### src/rtl/l2_line_sched.sv
// Line-transaction scheduler: arbitrates icache/dcache line requests onto a single
// L2 port and moves WORDS_PER_LINE beats per grant, one beat per cycle.
module l2_line_sched #(
  parameter int WORDS_PER_LINE = 4,
  parameter int RD_LATENCY     = 1
) (
  input  logic        clk,
  input  logic        rst_n,
  input  logic        ic_req,
  input  logic        ic_wr,
  input  logic [31:0] ic_addr,
  input  logic [31:0] ic_wdata,
  output logic        ic_gnt,
  output logic        ic_wack,
  output logic [31:0] ic_rdata,
  output logic        ic_rvalid,
  output logic        ic_done,
  input  logic        dc_req,
  input  logic        dc_wr,
  input  logic [31:0] dc_addr,
  input  logic [31:0] dc_wdata,
  output logic        dc_gnt,
  output logic        dc_wack,
  output logic [31:0] dc_rdata,
  output logic        dc_rvalid,
  output logic        dc_done,
  output logic        l2_mem_en,
  output logic        l2_mem_wr_en,
  output logic [31:0] l2_mem_access_addr,
  output logic [31:0] l2_mem_wr_data,
  input  logic [31:0] l2_mem_rd_data
);

  localparam int          BEAT_W    = $clog2(WORDS_PER_LINE);
  localparam int          OFS_W     = BEAT_W + 2;
  localparam logic [31:0] BASE_MASK = ~((32'd1 << OFS_W) - 32'd1);

  typedef enum logic [1:0] {S_IDLE, S_ISSUE, S_DRAIN, S_DONE} state_t;
  typedef enum logic {SRC_IC, SRC_DC} src_t;

  state_t                  state_q, state_d;
  src_t                    owner_q, last_q;
  logic                    wr_q;
  logic [31:0]             base_q;
  logic [BEAT_W-1:0]       beat_q;
  logic [RD_LATENCY-1:0]   pipe_vld_q, pipe_last_q;

  logic pick_dc, any_req, beat_last, rd_issue;
  logic rvalid, done, wack, busy;

  // Round-robin on a tie: whoever was not served last goes first.
  assign any_req   = ic_req || dc_req;
  assign pick_dc   = dc_req && (!ic_req || (last_q == SRC_IC));
  assign beat_last = (beat_q == BEAT_W'(WORDS_PER_LINE - 1));
  assign rd_issue  = (state_q == S_ISSUE) && !wr_q;

  always_comb begin
    state_d = state_q;
    unique case (state_q)
      S_IDLE:  if (any_req) state_d = S_ISSUE;
      S_ISSUE: if (beat_last) state_d = wr_q ? S_DONE : S_DRAIN;
      S_DRAIN: if (pipe_last_q[RD_LATENCY-1]) state_d = S_IDLE;
      S_DONE:  state_d = S_IDLE;
      default: state_d = S_IDLE;
    endcase
  end

  // NOTE: reset is synchronous here, so it lives inside the clocked branch, not the sensitivity list.
  always_ff @(posedge clk) begin
    if (!rst_n) begin
      state_q     <= S_IDLE;
      owner_q     <= SRC_IC;
      last_q      <= SRC_DC;
      wr_q        <= 1'b0;
      base_q      <= '0;
      beat_q      <= '0;
      pipe_vld_q  <= '0;
      pipe_last_q <= '0;
    end else begin
      // NOTE: non-blocking assignments keep every register sampling pre-edge values.
      state_q     <= state_d;
      pipe_vld_q  <= RD_LATENCY'({pipe_vld_q, rd_issue});
      pipe_last_q <= RD_LATENCY'({pipe_last_q, rd_issue && beat_last});
      if ((state_q == S_IDLE) && any_req) begin
        owner_q <= pick_dc ? SRC_DC : SRC_IC;
        last_q  <= pick_dc ? SRC_DC : SRC_IC;
        wr_q    <= pick_dc ? dc_wr : ic_wr;
        base_q  <= (pick_dc ? dc_addr : ic_addr) & BASE_MASK;
        beat_q  <= '0;
      end else if (state_q == S_ISSUE) begin
        beat_q  <= beat_q + BEAT_W'(1);
      end
    end
  end

  // Returning read beats are tracked purely by the delay pipeline, so a reset
  // that clears it also suppresses beats already in flight to L2.
  always_comb begin
    // NOTE: every output gets a default first so no path leaves a latch behind.
    l2_mem_en          = 1'b0;
    l2_mem_wr_en       = 1'b0;
    l2_mem_access_addr = '0;
    l2_mem_wr_data     = '0;
    wack               = 1'b0;
    if (state_q == S_ISSUE) begin
      l2_mem_en          = 1'b1;
      l2_mem_access_addr = base_q + {{(32 - OFS_W){1'b0}}, beat_q, 2'b00};
      if (wr_q) begin
        l2_mem_wr_en   = 1'b1;
        l2_mem_wr_data = (owner_q == SRC_DC) ? dc_wdata : ic_wdata;
        wack           = 1'b1;
      end
    end
    busy   = (state_q != S_IDLE);
    rvalid = pipe_vld_q[RD_LATENCY-1];
    done   = (state_q == S_DONE) || ((state_q == S_DRAIN) && pipe_last_q[RD_LATENCY-1]);

    ic_gnt    = busy   && (owner_q == SRC_IC);
    ic_wack   = wack   && (owner_q == SRC_IC);
    ic_rvalid = rvalid && (owner_q == SRC_IC);
    ic_done   = done   && (owner_q == SRC_IC);
    ic_rdata  = ic_rvalid ? l2_mem_rd_data : '0;
    dc_gnt    = busy   && (owner_q == SRC_DC);
    dc_wack   = wack   && (owner_q == SRC_DC);
    dc_rvalid = rvalid && (owner_q == SRC_DC);
    dc_done   = done   && (owner_q == SRC_DC);
    dc_rdata  = dc_rvalid ? l2_mem_rd_data : '0;
  end

endmodule

### config.mk
export PLATFORM = sky130hd
export DESIGN_NAME = l2_line_sched
export DESIGN_NICKNAME = d
export VERILOG_FILES = /design/src/rtl/l2_line_sched.sv
export SDC_FILE = /design/constraint.sdc
export NUM_CORES = 1
export LEC_CHECK = 0
export BUFFER_PORTS_ARGS = -buffer_cell sky130_fd_sc_hd__clkbuf_2
export CAP_MARGIN = 20
export CORE_AREA = 2 2 117 119
export DETAILED_ROUTE_END_ITERATION = 10
export DIE_AREA = 0 0 119 121
export PLACE_DENSITY = 0.63
export SLEW_MARGIN = 20
export SYNTH_ARGS = -nofsm -noshare
export SYNTH_HDL_FRONTEND = slang
export SYNTH_SLANG_ARGS = --single-unit
### constraint.sdc
create_clock -name clk -period 1.73 [get_ports clk]
set_input_delay 0 -clock clk [delete_from_list [all_inputs] [get_ports clk]]
set_output_delay 0 -clock clk [all_outputs]
set_load 0.02 [all_outputs]
### Yosys cells after proc, flatten, opt, wreduce, memory -nomap -nowiden

Index checks and enable logic that the tools add are counted.

* $add $sub $neg: 2
* eq/ne operators: 7
* mux-type cells: 17
* bitwise operators: 3
* reductions and logical operators: 22

Operator list (number)
* 2-to-1 mux 32 bit: 7
* adder 32 x 4 -> 32 bit: 1
* logical AND 1 bit: 13
* case mux 2 bit (4 select lines): 1
* == test 2 bit (second input constant): 3
* 2-to-1 mux 1 bit: 6
* 2-to-1 mux 2 bit: 3
* != test 2 bit (second input constant): 3
* logical OR 1 bit: 3
* NOT 1 bit: 3
* AND reduction 3 bit: 1
* adder 2 x 1 -> 2 bit (second input constant): 1
* == test 2 x 1 -> 1 bit (second input constant): 1
* zero test 1 bit: 2
* zero test 2 bit: 1
* nonzero test 2 bit: 1
* OR reduction 2 bit: 1

* register bits: 37
* output and inout bits: 138

### Longest topological paths before layout

* depth after elaboration: 4
* gate-level depth with buffers: 6

### Worst setup path after synthesis

Ideal clock, no wire load.

* kind: reg-to-output
* start: register state_q[0]
* end: output l2_mem_wr_data[22]
* arrival time: 1.357 ns
* data required time: 1.730 ns
* path slack: 0.373 ns
* stages on the path, launching flop included: 6
* path through: dfxtp_1 nor2b_4 and3_1 buf_2 buf_2 a22o_1

* cells in the longest elaborated chain, start to end: 2

Ends and longest elaborated chain
* start: declaration: RTL line 41 `state_t state_q, state_d;`
* start signal: assignment: RTL line 81 `state_q <= state_d;`
* == test 2 x 1 -> 1 bit: RTL line 105 `if (state_q == S_ISSUE) begin`
* 2-to-1 mux 32 bit: RTL line 105
* end: declaration: RTL line 30 `output logic [31:0] l2_mem_wr_data,`

No other way between the ends.

### Worst setup path after layout

* start: register state_q[1]
* end: output l2_mem_wr_data[10]

The elaborated chain is that of the path after synthesis.

==> Flow_metrics.wiki <==
{| class="wikitable"
! Metric !! Value
|-
| Hold/Removal Path Class || input port to register
|-
| Post-route cell area || 4940 µm²
|-
| Clock edge transition at the registers on the reported setup and hold paths || 0.05 ns
|-
| Number of H-tree branching levels || 2
|-
| Top cells by area, synth || dfxtp_1 (26%), a311oi_2 (15%), and2_1 (14%)
|-
| Via count of the first global-routing pass || 3,693
|-
| CP startpoint || state_q[1]$_SDFFE_PN0P_
|-
| Number of violations of the max-capacitance limit || 0
|-
| Inst Count DP || around 800
|-
| Antenna violations before repair || 0
|-
| Most common library cell in the layout ignoring fill and taps || clkbuf_2
|-
| Sequential cell area fraction in the yosys report || about a quarter
|-
| Yosys top cell area share || between 20% and 30%
|-
| Met1 layer usage reported by global route || between 10% and 20%
|-
| Root Buffer || clkbuf_16
|-
| Final routed wirelength across all metal layers || between 10,000 and 15,000 µm
|-
| Height of the die || approximately 120 µm
|-
| CTS tree || built
|-
| Nets || about 830
|-
| Number of DRC violations after detailed-routing iteration 0 || 183
|-
| Worst setup SP type || register
|-
| Number of warning messages in the yosys log || 0
|-
| Number of cells traversed by the worst register-to-register path || 4
|-
| Type of the setup path with the least slack || register to primary output
|-
| Floorplan Core Area || about 13,000 µm²
|-
| Top-level I/O count || approximately 300
|-
| Endpoint class of the critical path || primary output
|-
| Master of the slowest instance on the critical path || dfxtp_1
|-
| Cell type with the highest aggregate area in the netlist || dfxtp_1
|-
| PortBufs || approximately 290
|-
| Total half-perimeter wirelength after legalization and detailed placement || between 9000 and 10,000 µm
|-
| Total area of multi-input combinational cells || approximately 1900 µm²
|-
| Later-pin clock latency in the skew report || 0.27 ns
|-
| Number of buffers created by CTS || 5
|-
| Global route hottest layer || met2
|-
| Routed Antenna Nets || 0
|-
| FF+latch count, synth || 37
|-
| Synthesized instance count || ~360
|-
| Setup tns final || 0 ns
|-
| Number of setup violations in the final report || 0
|-
| Post-synthesis to final-layout area growth || 70.47%
|-
| Leak || between 2 and 3 nW
|-
| GR met3 Demand/Resource || under 10%
|-
| Floorplan row count || 42
|-
| Ratio of final minimum period to clock period || approximately 94%
|-
| Number of cells in the finished layout apart from fillers || 840
|-
| Horiz. Die Dim || ~120 µm
|-
| Max Fclk || between 0.6 and 0.7 GHz
|-
| Startpoint of the worst register-to-register path || state_q[1]$_SDFFE_PN0P_
|-
| Total area of sequential cells || between 700 and 800 µm²
|-
| Average footprint of a synthesized cell || around 8.0 µm²
|-
| Series of cell instances along the critical path || nor2b_4 -> and3_1 -> buf_12 -> a22o_1 -> clkbuf_2
|-
| Clock Sink Count || 37
|-
| Hold path cells || 3
|-
| Placement-stage cell area || between 4000 and 5000 µm²
|-
| Worst hold slack || approximately 0.0020 ns
|-
| Buffers from clock root to sink, at most || 2
|-
| Number of pins with negative max-slew slack in the final report || 0
|-
| Overall power of the completed layout || roughly 2.9 mW
|-
| Highest ir drop seen on vdd || around 0.37 mV
|-
| Effective utilization at floorplan || about 22%
|-
| GR Util met2 || 31.00%
|-
| Antenna diode count || 0
|-
| Synth cell types || 34
|-
| Critical Path Sink || l2_mem_wr_data[10]
|-
| Worst reg-to-reg setup slack || ~0.32 ns
|-
| Maximum number of pins on one net before global-route repair || 37
|-
| Netlist area before placement || 2898 µm²
|-
| First-pass GRT wire length || 19,150 µm
|-
| Post-Place Worst Slack || ~0.3 ns
|-
| Highest-count cells in the layout ignoring fill and taps || clkbuf_2 (293), and2_1 (65), nand2_1 (58)
|-
| Worst path arrival time || roughly 1.6 ns
|-
| Worst clock skew || 0.002544 ns
|-
| Via/cell ratio || approximately 4.5
|-
| Prevailing post-synth register cell || dfxtp_1
|-
| Final worst-path setup slack || just under 0.1 ns
|-
| Die ar. || around 14,000 µm²
|-
| Overall routing resource usage || 16.74%
|-
| Post-detailed-route wirelength per cell || about 15 µm
|-
| Number of enable flip-flop cells after synthesis || 0
|-
| PwrDens || slightly below 600 nW/µm²
|-
| Utilization after layout || between 30% and 40%
|-
| GRT Residual Overflow || 0
|-
| Pre-Repair DR Iteration Count || 5
|-
| Final hold viol count || 0
|-
| Critical R2R Capture || base_q[5]$_SDFFE_PN0P_
|-
| Share of flip-flops with an asynchronous set or reset after synthesis || 0%
|-
| Result of the run || finished clean
|-
| Total number of vias || 3,758
|-
| Share of post-route cells with drive strength above 1 || between 50 and 60%
|-
| GP Congestion || ~0.8
|-
| Final critical path time including I/O delays and setup || approximately 1.6 ns
|-
| Unrepaired setup endpoints after global routing || false
|-
| Worst path required time || between 1.5 and 2 ns
|-
| Largest fanout on the critical path || 33
|-
| Remaining DRCs || 0
|-
| FILL cells || 1,356
|-
| Longest individual stage delay on the worst path || ~0.47 ns
|}
-- final cells by class --
type,instances,area share (%)
flip-flops and latches,37,15.02
clock buffers,7,2.888
repair buffers,339,38.91
multi-input cells,279,38.58
inverters,2,0.1520
well taps,176,4.458
-- state kept, by name, indices dropped and copies added, names as in the netlist --
name,count
state_q,2
wr_q,1
beat_q,2
last_q,1
owner_q,1
base_q,28
pipe_vld_q,1
pipe_last_q,1
-- cells by family after synthesis --
group           synth area share, %
flops                         25.56
buf+inv                       8.981
compound gates                31.48
mux                          0.3454
xor+xnor                     0.3023
simple gates                  32.77
other cells                  0.1294
fa+ha+maj                    0.4317
-- critical path: cells and delay by family (launching register included) --
kind / cells / cell delay [ns]
buffers and inverters: 2 / 0.35
and+or+nand+nor: 2 / 0.29
DFF: 1 / 0.47
AOI/OAI and AO/OA: 1 / 0.24
-- synthesized netlist by cell type, drive strengths merged, types with 2 or more instances --
cell and number:
buf 19, nand2 58, dfxtp 37, a311oi 29, and3 35, nor3 4
a22o 32, and2 66, nor2 7, clkbuf 25, nor2b 2, a21oi 31
o21ai 3
-- power by group --
| group | switching, mW | internal [mW] |
|---|---|---|
| logic | 0.569 | 0.453 |
| registers | 0.0375 | 0.926 |
| clock network | 0.320 | 0.565 |
-- how the worst min path moves through the flow --
stage | endpoint | start
CTS | base_q[13]$_SDFFE_PN0P_ | ic_addr[13]
finish | base_q[31]$_SDFFE_PN0P_ | dc_addr[31]
global route | base_q[6]$_SDFFE_PN0P_ | ic_addr[6]
detailed placement | last_q$_SDFFE_PN1P_ | rst_n
global placement | last_q$_SDFFE_PN1P_ | rst_n
floorplan | last_q$_SDFFE_PN1P_ | rst_n
-- repair_timing --
| action | 4_1_cts | 5_1_grt |
|---|---|---|
| hold buffers | 29 | 0 |
| setup buffers | 0 | 0 |
| hold endpoints to repair | 19 | 0 |
| gates resized for setup | 1 | 0 |
| setup endpoints to repair | 1 | 0 |
-- metal layers --
metal | share of wire [%] | wire, µm | vias up
li1 | - | - | 1884
met1 | 40 | 5029 | 1696
met2 | 51 | 6394 | 164
met3 | 7.3 | 920 | 14
met4 | 2.3 | 295 | 0
met5 | 0 | 0 | -
Power figures use the tool's default switching activity.
